<file path="config.mk">
export PLATFORM = sky130hd
export DESIGN_NAME = fetch_queue_unit
export DESIGN_NICKNAME = d
export VERILOG_FILES = /design/src/rtl/fetch_pkg.sv /design/src/rtl/fetch_fifo.sv /design/src/rtl/fetch_queue_unit.sv
export SDC_FILE = /design/constraint.sdc
export NUM_CORES = 1
export LEC_CHECK = 0
export CAP_MARGIN = 20
export CORE_UTILIZATION = 55
export CTS_CLUSTER_SIZE = 30
export DETAILED_ROUTE_END_ITERATION = 10
export PLACE_DENSITY = 0.79
export SLEW_MARGIN = 20
export SYNTH_ARGS = -nofsm -noshare
export SYNTH_HDL_FRONTEND = slang
export SYNTH_SLANG_ARGS = --single-unit
</file>
<file path="constraint.sdc">
create_clock -name clk -period 4.1 [get_ports clk]
set_clock_uncertainty 0.2 [all_clocks]
set_input_delay 0.615 -clock clk [delete_from_list [all_inputs] [get_ports clk]]
set_output_delay 0.615 -clock clk [all_outputs]
set_load 0.02 [all_outputs]
</file>
<file path="src/rtl/fetch_pkg.sv">
// Shared types and constants for the instruction fetch queue.
package fetch_pkg;

  localparam int unsigned XLEN_DEFAULT     = 32;
  localparam logic [31:0] RESET_PC_DEFAULT = 32'h0004_0000;

  // Clears the two byte-offset bits of a word address.
  localparam logic [31:0] ALIGN_MASK       = 32'hFFFF_FFFC;

  // One buffered fetch result: the instruction word and the PC it came from.
  typedef struct packed {
    logic [XLEN_DEFAULT-1:0] instr;
    logic [XLEN_DEFAULT-1:0] pc;
  } fetch_entry_t;

endpackage

</file>
<file path="src/rtl/fetch_fifo.sv">
// Prefetch FIFO: circular buffer with explicit pointer wrap so any depth >= 2
// works; flush empties it in one cycle and wins over push/pop.
module fetch_fifo
  import fetch_pkg::*;
#(
  parameter int  DEPTH = 4,
  parameter type T     = fetch_entry_t
) (
  input  logic                   clk,
  input  logic                   rst_n,
  input  logic                   i_push,
  input  T                       i_push_data,
  input  logic                   i_pop,
  input  logic                   i_flush,
  output logic                   o_full,
  output logic [$clog2(DEPTH):0] o_count,
  output T                       o_head
);

  localparam int PTR_W = $clog2(DEPTH);
  localparam int CNT_W = PTR_W + 1;

  T                 r_mem [DEPTH];
  logic [PTR_W-1:0] r_rd_ptr;
  logic [PTR_W-1:0] r_wr_ptr;
  logic [CNT_W-1:0] r_count;

  function automatic logic [PTR_W-1:0] ptr_inc(input logic [PTR_W-1:0] p);
    return (p == PTR_W'(DEPTH - 1)) ? '0 : p + PTR_W'(1);
  endfunction

  // Pointers and occupancy; a flush discards everything, including a same-cycle push
  always_ff @(posedge clk or negedge rst_n) begin
    if (!rst_n) begin
      r_rd_ptr <= '0;
      r_wr_ptr <= '0;
      r_count  <= '0;
    end else if (i_flush) begin
      r_rd_ptr <= '0;
      r_wr_ptr <= '0;
      r_count  <= '0;
    end else begin
      if (i_push) r_wr_ptr <= ptr_inc(r_wr_ptr);
      if (i_pop)  r_rd_ptr <= ptr_inc(r_rd_ptr);
      case ({i_push, i_pop})
        2'b10:   r_count <= r_count + CNT_W'(1);
        2'b01:   r_count <= r_count - CNT_W'(1);
        default: r_count <= r_count;
      endcase
    end
  end

  // Entry storage is data only and needs no reset
  always_ff @(posedge clk) begin
    if (i_push && !i_flush) r_mem[r_wr_ptr] <= i_push_data;
  end

  assign o_head  = r_mem[r_rd_ptr];
  assign o_count = r_count;
  assign o_full  = (r_count == CNT_W'(DEPTH));

endmodule

</file>
<file path="src/rtl/fetch_queue_unit.sv">
// Fetch queue: owns the PC, issues word reads to a 1-cycle synchronous
// instruction memory and buffers {instr, pc} pairs for decode. Reads are
// credited against FIFO space so the FIFO cannot overflow; an epoch bit tags
// each read so responses belonging to a flushed stream are dropped.
module fetch_queue_unit
  import fetch_pkg::*;
#(
  parameter int              XLEN       = XLEN_DEFAULT,
  parameter logic [XLEN-1:0] RESET_PC   = XLEN'(RESET_PC_DEFAULT),
  parameter int              FIFO_DEPTH = 4,
  parameter int              PC_STEP    = 4
) (
  input  logic            clk,
  input  logic            rst,
  input  logic            redirect_valid,
  input  logic [XLEN-1:0] redirect_pc,
  output logic            imem_req_valid,
  output logic [XLEN-1:0] imem_req_addr,
  input  logic [XLEN-1:0] imem_rsp_data,
  output logic            out_valid,
  output logic [XLEN-1:0] out_instr,
  output logic [XLEN-1:0] out_pc,
  input  logic            out_ready
);

  localparam int CNT_W = $clog2(FIFO_DEPTH) + 1;

  typedef struct packed {
    logic [XLEN-1:0] instr;
    logic [XLEN-1:0] pc;
  } entry_t;

  logic [XLEN-1:0]  r_pc;
  logic [XLEN-1:0]  r_tag_pc;
  logic             r_tag_epoch;
  logic             r_epoch;
  logic             r_inflight;

  logic             w_issue;
  logic             w_push;
  logic             w_pop;
  logic             w_full;
  logic [CNT_W-1:0] w_count;
  logic [XLEN-1:0]  w_redirect_aligned;
  entry_t           w_push_entry;
  entry_t           w_head;

  assign w_redirect_aligned = redirect_pc & ~XLEN'(~ALIGN_MASK);

  // Credit check uses the registered count, so a read is only issued when a
  // slot is guaranteed for its response; nothing issues while in reset.
  assign w_issue = rst && !redirect_valid && !w_full &&
                   ((int'(w_count) + int'(r_inflight)) < FIFO_DEPTH);

  assign w_push             = r_inflight && (r_tag_epoch == r_epoch);
  assign w_pop              = out_valid && out_ready;
  assign w_push_entry.instr = imem_rsp_data;
  assign w_push_entry.pc    = r_tag_pc;

  assign imem_req_valid = w_issue;
  assign imem_req_addr  = r_pc;
  assign out_valid      = (w_count != '0);
  assign out_instr      = out_valid ? w_head.instr : '0;
  assign out_pc         = out_valid ? w_head.pc    : '0;

  // PC, epoch and in-flight tracking; a redirect overrides sequential advance
  always_ff @(posedge clk or negedge rst) begin
    if (!rst) begin
      r_pc        <= RESET_PC;
      r_epoch     <= 1'b0;
      r_inflight  <= 1'b0;
      r_tag_epoch <= 1'b0;
    end else begin
      r_inflight <= w_issue;
      if (w_issue) r_tag_epoch <= r_epoch;
      if (redirect_valid) begin
        r_pc    <= w_redirect_aligned;
        r_epoch <= ~r_epoch;
      end else if (w_issue) begin
        r_pc <= r_pc + XLEN'(PC_STEP);
      end
    end
  end

  // Request PC travels with the read so the response can be paired with it
  always_ff @(posedge clk) begin
    if (w_issue) r_tag_pc <= r_pc;
  end

  fetch_fifo #(
    .DEPTH (FIFO_DEPTH),
    .T     (entry_t)
  ) u_fifo (
    .clk         (clk),
    .rst_n       (rst),
    .i_push      (w_push),
    .i_push_data (w_push_entry),
    .i_pop       (w_pop),
    .i_flush     (redirect_valid),
    .o_full      (w_full),
    .o_count     (w_count),
    .o_head      (w_head)
  );

endmodule

</file>
==> results.md <==
- TritonCTS clock tree: built
- CP max FO: 26
- Hold Crit Class: reg -> reg
- CP arrival: about 2.9 ns
- IO Pins: 166
- Primary FF master, synth: edfxtp_1
- Register area share after synthesis: 74.2%
- Max Freq: 0.266 GHz
- P&R area growth vs syn: 23.9%
- Die Width: 153 um
- CTS root buf: clkbuf_16
- Reg2Reg Setup Slack: between 1 and 1.5 ns
- CTS clk-pin slew, worst paths: 0.06 ns
- Final nets: 933
- First-pass GRT wire length: 39800 um
- Synth cell types: 47
- Post-Route WL: 25200 um
- Final Hold Viols: 0
- Final period utilization: 91.7%
- Post-synthesis instance total: 688
- Initial DRC count: 655
- Finish-stage setup viols: 0
- Sw Share: just under 30%
- Placed insts: 1110
- Number of buffers added on ports: 159
- Die height: around 150 um
- Asr flop ratio synth: 12.6%
- Yosys top cell area share: 66.3%
- Comb power frac: 30.9%
- Tot Pwr: roughly 9.9 mW
- Seq pwr share: 40.7%
- Worst R2R Path Depth: 7
- Clock buffer depth: 3
- Postcts setup bufs: 0
- Max_cap viols: 0
- Largest net degree at the start of global routing: 65
- Most frequent cell after synthesis: edfxtp_1
- Worst skew pair latency: 0.54 ns
- Worst relative slew slack: 33.0%
- Initial core utilization: 55.8%
- Non-filler cells, final: around 1200
- Internal power of the cells: ~7.0 mW
- Filler cells: 1422
- Global placer's final weighted congestion: approximately 0.89
- Core area: roughly 0.023 mm2
- Pwr/cell area: 633 mW/mm2
- WL per Instance: 21.5 um
- Post-synthesis average cell area: 18.3 um2
- Remaining global-route overflow: 0
- Dominant cells by area after synthesis: edfxtp_1 66%, mux4_2 11%, dfrtp_1 7.7%
- Vias per cell: approximately 6
- Hold Crit Depth: 0
- Clock net sink count: 318
- Post-route ant nets: 0
- H-tree depth: 1
- Initial antenna violation count: 0
- Startpoint Class: flip-flop
- Cell Area, Synth: 0.0126 mm2
- Number of synthesized flops with an enable pin: 278
- FF+latch count, synth: 318
- Setup crit end kind: primary output
- Layout cells sized above 1: 15.1%
- Gr usage total: 22.0%
- Post-synth top cells: 278 x edfxtp_1, 68 x and2_1, 62 x mux4_2
- Cts bufs inserted: 31
- Via count of the routed design: 6980
- Antenna cells: 0
- Max IR drop VDD: 0.344 mV
- Psw: 2.89 mW
- DR pass1 iterations: 7
- Actual slew at the worst max-slew pin: 1.00 ns
- Hpwl dp: 15700 um
- Setup repair after global routing missed its margin: false
- Post-CTS Hold Buffers: 1
- Post-cts gate resize count: 0
- Static Leak: 5.16 nW
- CP required: between 3 and 4 ns
- Die area: 0.0235 mm2
- Clk pwr share: 28.5%
- Cell taking the most area after synthesis: edfxtp_1
- Vias in the first global route: 7174
- Slew Viols, Final: 0
- Status: complete, no violations
- Residual DRC: 0
- Total Neg Setup Slack: 0 ns
- Fin crit period: ~3.8 ns
- Ys Warns: 0
- # rows: 55
- Critical path class: reg -> out
## area by class of cell
type	count	area (um2)	area share, %
sequential	318	9360	60.0
multi-input combinational	330	3090	19.8
timing repair buffer	172	1750	11.2
clock buffer	46	902	5.78
tap	285	357	2.29
clock inverter	11	133	0.850
inverter	6	22.5	0.144
## state kept, by name, indices dropped and copies added, names as in the netlist
register and cells:
imem_req_addr 30, r_epoch 1, r_inflight 1, r_tag_epoch 1
r_tag_pc 30, u_fifo.o_count 3, u_fifo.r_mem 248, u_fifo.r_rd_ptr 2
u_fifo.r_wr_ptr 2
## per-stage QoR
step | hold slack, ns | worst slack, ns | cell area, um2 | util (%)
after CTS | 0.287 | 0.250 | 15600 | 69.1
after floorplan | 0.119 | 0.818 | 12600 | -
after global placement | 0.264 | 0.830 | 14600 | 64.5
after global routing | 0.305 | 0.148 | 15600 | 69.1
after detailed placement | 0.282 | 0.779 | 14600 | 64.5
final | 0.290 | 0.341 | 15600 | 69.1
## logic make-up (layout without fill, tap and decap cells)
kind of cell               Yosys count  after routing  synth area share, %
adders and majority gates            6              6                0.655
muxes                               66             66                 11.4
other                                1              4               0.0298
buffers and inverters               43            235                 1.50
xor gates and xnor gates             8              8                0.556
AOI/OAI and AO/OA                   65             65                 3.60
DFF                                318            318                 74.2
and+or+nand+nor                    181            181                 8.04
## placed cells by master, fill, tap and decap left out, drive strengths merged, types with 9 or more instances in the layout
cell type	netlist	layout
edfxtp	278	278
clkdlybuf4s50	0	158
dfrtp	39	39
o311ai	14	14
clkbuf	21	46
and2	68	68
nand4	9	9
nand2	40	40
nor2	19	19
nand3	13	13
o21ai	21	21
buf	16	13
mux4	62	62
## worst paths after layout
kind	endpoint	start
min in group asynchronous	imem_req_addr[27]	rst
setup / recovery	out_instr[6]	u_fifo.r_rd_ptr[0]
setup reg to reg	imem_req_addr[11]	u_fifo.o_count[0]
max in group asynchronous	u_fifo.r_rd_ptr[0]	rst
hold / removal	u_fifo.r_mem[3][18]	r_tag_pc[18]
hold reg to reg	u_fifo.r_mem[3][18]	r_tag_pc[18]
## power by group through the flow
| stage | clock [mW] | combinational [mW] | sequential, mW |
|---|---|---|---|
| after floorplan | 0 | 1.79 | 3.99 |
| final | 2.81 | 3.05 | 4.02 |
| after CTS | 2.86 | 3.09 | 4.02 |
| after global placement | 0 | 3.03 | 4.06 |
| after global routing | 3.00 | 3.24 | 4.05 |
| after detailed placement | 0 | 3.07 | 4.08 |
## critical path: stages (launching register included)
cell and delay, ns:
dfrtp_4 0.80, buf_4 0.37, mux4_2 0.54, and2_1 0.17
clkdlybuf4s50_1 0.53
## per-layer routing
metal  track usage (%)  wire [um]  vias up
met3              3.43       1790       37
met1              31.0      10600     3530
met4              5.71        414        0
li1                  -          -     3074
met5                 0          0        -
met2              36.2      12300      339
Note: power is estimated with default switching activity, not from simulation.
